### src/rtl/fifo_ctrl_pkg.sv
// Shared widths and index types for the decoupled ready/valid receive FIFO.
package fifo_ctrl_pkg;

    localparam int unsigned data_width = 8;
    localparam int unsigned fifo_depth = 4;

    localparam int unsigned cnt_w = $clog2(fifo_depth + 1);
    localparam int unsigned ptr_w = $clog2(fifo_depth);

    typedef logic [cnt_w-1:0] cnt_t;
    typedef logic [ptr_w-1:0] ptr_t;

endpackage

### src/rtl/decoupled_vr_rx_fifo_mem.sv
// Depth x DataWidth register array: one write port, one asynchronous read port, no reset.
module decoupled_vr_rx_fifo_mem
    import fifo_ctrl_pkg::*;
#(
    parameter int unsigned DataWidth = data_width,
    parameter int unsigned Depth     = fifo_depth
) (
    input  logic                     clk,
    input  logic                     we,
    input  logic [$clog2(Depth)-1:0] waddr,
    input  logic [DataWidth-1:0]     wdata,
    input  logic [$clog2(Depth)-1:0] raddr,
    output logic [DataWidth-1:0]     rdata
);

    logic [DataWidth-1:0] mem_q [Depth];
    logic [DataWidth-1:0] mem_d [Depth];

    always_comb begin
        mem_d = mem_q;
        if (we) begin
            mem_d[waddr] = wdata;
        end
    end

    // Contents are deliberately not reset; validity is tracked by the controller.
    always_ff @(posedge clk) begin
        mem_q <= mem_d;
    end

    assign rdata = mem_q[raddr];

endmodule

### src/rtl/decoupled_vr_rx_fifo.sv
// Ready/valid slave feeding a first-word-fall-through FIFO with a local pop port.
// Optional protocol checker enabled by defining DECOUPLED_VR_RX_PROTO_CHECK_EN.
module decoupled_vr_rx_fifo
    import fifo_ctrl_pkg::*;
#(
    parameter int unsigned DataWidth = data_width,
    parameter int unsigned Depth     = fifo_depth
) (
    input  logic                       clk,
    input  logic                       rst_n,
    input  logic                       in_valid,
    output logic                       in_ready,
    input  logic [DataWidth-1:0]       in_data,
    input  logic                       pop,
    output logic [DataWidth-1:0]       rd_data,
    output logic                       empty,
    output logic [$clog2(Depth+1)-1:0] count,
    output logic                       proto_err
);

    localparam int unsigned CntW = $clog2(Depth + 1);
    localparam int unsigned PtrW = $clog2(Depth);

    logic [PtrW-1:0] wr_ptr_q, wr_ptr_d;
    logic [PtrW-1:0] rd_ptr_q, rd_ptr_d;
    logic [CntW-1:0] count_q, count_d;
    logic            in_ready_q, in_ready_d;
    logic            empty_q, empty_d;
    logic            push_c;
    logic            do_pop_c;

    // Occupancy is the single source of truth for full/empty; pointers just wrap.
    always_comb begin
        push_c     = in_valid & in_ready_q;
        do_pop_c   = pop & ~empty_q;
        wr_ptr_d   = wr_ptr_q;
        rd_ptr_d   = rd_ptr_q;
        if (push_c) begin
            wr_ptr_d = wr_ptr_q + PtrW'(1);
        end
        if (do_pop_c) begin
            rd_ptr_d = rd_ptr_q + PtrW'(1);
        end
        count_d    = count_q + CntW'(push_c) - CntW'(do_pop_c);
        empty_d    = (count_d == '0);
        in_ready_d = (count_d != CntW'(Depth));
    end

    always_ff @(posedge clk or negedge rst_n) begin
        if (!rst_n) begin
            wr_ptr_q   <= '0;
            rd_ptr_q   <= '0;
            count_q    <= '0;
            in_ready_q <= 1'b0;
            empty_q    <= 1'b1;
        end else begin
            wr_ptr_q   <= wr_ptr_d;
            rd_ptr_q   <= rd_ptr_d;
            count_q    <= count_d;
            in_ready_q <= in_ready_d;
            empty_q    <= empty_d;
        end
    end

    decoupled_vr_rx_fifo_mem #(
        .DataWidth(DataWidth),
        .Depth    (Depth)
    ) u_mem (
        .clk  (clk),
        .we   (push_c),
        .waddr(wr_ptr_q),
        .wdata(in_data),
        .raddr(rd_ptr_q),
        .rdata(rd_data)
    );

    assign in_ready = in_ready_q;
    assign empty    = empty_q;
    assign count    = count_q;

`ifdef DECOUPLED_VR_RX_PROTO_CHECK_EN
    logic                 last_stall_q, last_stall_d;
    logic [DataWidth-1:0] last_data_q, last_data_d;
    logic                 proto_err_q, proto_err_d;

    // A stalled beat must stay valid with unchanged data until it is accepted.
    always_comb begin
        last_stall_d = in_valid & ~in_ready_q;
        last_data_d  = in_data;
        proto_err_d  = proto_err_q;
        if (last_stall_q && (!in_valid || (in_data != last_data_q))) begin
            proto_err_d = 1'b1;
        end
    end

    always_ff @(posedge clk or negedge rst_n) begin
        if (!rst_n) begin
            last_stall_q <= 1'b0;
            last_data_q  <= '0;
            proto_err_q  <= 1'b0;
        end else begin
            last_stall_q <= last_stall_d;
            last_data_q  <= last_data_d;
            proto_err_q  <= proto_err_d;
        end
    end

    assign proto_err = proto_err_q;
`else
    assign proto_err = 1'b0;
`endif

endmodule

### config.mk
export PLATFORM = sky130hd
export DESIGN_NAME = decoupled_vr_rx_fifo
export DESIGN_NICKNAME = d
export VERILOG_FILES = /design/src/rtl/fifo_ctrl_pkg.sv /design/src/rtl/decoupled_vr_rx_fifo_mem.sv /design/src/rtl/decoupled_vr_rx_fifo.sv
export SDC_FILE = /design/constraint.sdc
export NUM_CORES = 1
export LEC_CHECK = 0
export ABC_AREA = 1
export BUFFER_PORTS_ARGS = -buffer_cell sky130_fd_sc_hd__buf_2
export CELL_PAD_IN_SITES_DETAIL_PLACEMENT = 1
export CELL_PAD_IN_SITES_GLOBAL_PLACEMENT = 2
export CORE_ASPECT_RATIO = 1.4
export CORE_MARGIN = 3
export CORE_UTILIZATION = 42
export CTS_BUF_LIST = sky130_fd_sc_hd__clkbuf_8
export CTS_CLUSTER_DIAMETER = 40
export DETAILED_ROUTE_END_ITERATION = 8
export PLACE_DENSITY_LB_ADDON = 0.1
export SYNTH_ARGS = -nofsm -noshare
export SYNTH_HDL_FRONTEND = slang
export SYNTH_SLANG_ARGS = --single-unit
### constraint.sdc
create_clock -name clk -period 4.2 [get_ports clk]
set_clock_uncertainty 0.15 [all_clocks]
set_input_delay 0 -clock clk [delete_from_list [all_inputs] [get_ports clk]]
set_output_delay 0 -clock clk [all_outputs]
set_load 0.1 [all_outputs]
==> impl_metrics.json <==
{
  "post-route-period-util_pct": 50.8,
  "hold_path.class": "in2reg",
  "synth_area_leaders": "edfxtp_1, dfrtp_1, nor2_1",
  "gp_congestion": 0.655,
  "finalSetupViolCount": 0,
  "fp.dieArea_sq_um": 4950,
  "clk_pin_slew_ns": 0.07,
  "ant_nets": 0,
  "dr.pass1.iters": 4,
  "nNetsFinal": 193,
  "synth.net_count": 157,
  "grt_overflow": 0,
  "die-height_um": 82.1,
  "synth.top_cell.area_share_pct": 55.4,
  "initial_core_util_pct": 43.9,
  "synth_area_sq_um": 1740,
  "min_period_ns": 2.13,
  "yosysSeqAreaShare_pct": 68.4,
  "grt_pass1_vias": 1164,
  "synth_ff_type": "edfxtp_1",
  "io_pins": 26,
  "hold_depth": 3,
  "r2r_cells": 8,
  "crit_fanout": 8,
  "grt_pass1_wl_mm": 5.20,
  "slew_viol_final": 0,
  "dp_slack_ns": 2.04,
  "fp.dieW_um": 60.3,
  "tightest_slew_ns": 0.834,
  "yosysWarnings": 0,
  "postSynthCellCount": 138,
  "grt_max_degree": 20,
  "wirelength_mm": 3.17,
  "cts_tree": "built",
  "wl_per_cell_um": 14.5,
  "cts.path.max_buffers": 2,
  "yosysTopAreaCell": "edfxtp_1",
  "clock_latency_ns": 0.28,
  "fmax_mhz": 469,
  "design_area_sq_um": 2040,
  "status": "finished clean",
  "yosys.cell_types.count": 20,
  "fp.coreArea_sq_um": 3950,
  "drv_cap": 0,
  "critPathKind": "reg2reg",
  "cts_buffers": 5,
  "htree_levels": 2,
  "rsz0062_at_grt": "no",
  "vias_per_cell": 4.87,
  "synthMostInstantiatedCell": "edfxtp_1",
  "io_buffers": 24,
  "setup_tns_ns": 0,
  "drt_first_iter_violations": 11,
  "syn2layout_area_growth_pct": 17.5,
  "ys_ff_latch": 41,
  "syn_area_per_cell_sq_um": 12.6,
  "synth_edf_count": 32,
  "critPathRequiredTime_ns": 4.26,
  "rows": 27,
  "end_kind": "flip-flop",
  "cts-root-buf": "clkbuf_8",
  "setup_slack_ns": 2.07,
  "startpoint_type": "flip-flop",
  "drive_gt1_share_pct": 18.9,
  "critPathArrivalTime_ns": 2.19,
  "fin_hold_ws_ns": 0.0359,
  "async_flop_share_pct": 22.0,
  "grt_antenna_before_repair": 0,
  "placed_cell_area_sq_um": 1850,
  "vias": 1061,
  "hold_viol": 0,
  "drc": 0,
  "synth_commonest_cells": "edfxtp_1, nor2_1, nand2_1, o21ai_0, inv_1",
  "dp_hpwl_mm": 2.25,
  "fillers": 428,
  "diodes": 0,
  "grt.total_usage_pct": 15.0,
  "clock-sinks": 41,
  "slew_headroom_pct": 44.2
}
## metal layers
layer  vias to the layer above  track usage (%)  wire length (um)
li1                        528                -                 -
met1                       502             15.5              1140
met2                        25             28.1              1840
met3                         6             4.25               142
met4                         0             5.32                49
met5                         -                0                 0
## kinds of logic after synthesis
family | count (synthesis) | share of synthesized area (%)
adders and majority gates | 7 | 5.48
DFF | 41 | 68.4
buffers and inverters | 20 | 6.78
AOI/OAI and AO/OA | 25 | 8.36
xor gates and xnor gates | 3 | 1.51
and+or+nand+nor | 41 | 9.23
other | 1 | 0.216
## stage by stage
step                utilization [%]  std cells
detailed placement             46.8        199
global placement               46.8        199
finish                         51.6        218
global route                   51.6        218
CTS                            51.6        218
floorplan                         -        138
## cell type report
| class | count | area (sq um) | share of cell area (%) |
|---|---|---|---|
| inverters | 14 | 57.6 | 2.82 |
| clock buffers | 5 | 68.8 | 3.37 |
| well taps | 43 | 53.8 | 2.64 |
| multi-input cells | 77 | 430 | 21.1 |
| clock inverters | 3 | 11.3 | 0.552 |
| repair buffers | 35 | 230 | 11.3 |
| flip-flops and latches | 41 | 1190 | 58.2 |
## sequential cells by signal (all words and copies together) (netlist names)
register	cells
empty	1
in_ready	1
wr_ptr_q	2
rd_ptr_q	2
u_mem.mem_q	32
count	3
## cell usage in the layout (no fill, tap or decap), types with 2 or more instances in the layout
master         synthesis  layout
dfrtp_1                8       8
o21ai_0               14      14
o21a_1                 8       8
clkbuf_8               0       5
o21ai_1                2       2
nor2_2                 2       2
nand2_1               16      16
edfxtp_1              32      32
inv_1                 13      16
ha_1                   6       6
dlygate4sd3_1          0      11
nor2_1                22      22
buf_2                  0      24
xor2_1                 2       2
## critical path: stages, from the launching register on
cell,delay [ns]
dfrtp_1,0.35
nand2_1,0.18
ha_1,0.34
inv_1,0.04
ha_1,0.18
fa_1,0.48
nor2_1,0.15
inv_1,0.05
nor2_1,0.13
## worst paths after layout
path                                to  startpoint  slack, ns
min in group asynchronous        empty       rst_n       0.06
hold / removal             wr_ptr_q[1]    in_valid       0.04
max in group asynchronous  rd_ptr_q[1]       rst_n       3.03
setup reg to reg                 empty    in_ready       2.07
setup / recovery                 empty    in_ready       2.07
hold reg to reg               count[0]    count[0]       0.39
## what timing repair did
action                                 CTS  global route
hold buffers                            11             0
resized for setup                        0             0
buffers inserted                         0             0
endpoints found under the hold margin   43             0
Power is not shown: default switching activity piles up to over one toggle a cycle in this logic, so the estimate is an artifact.
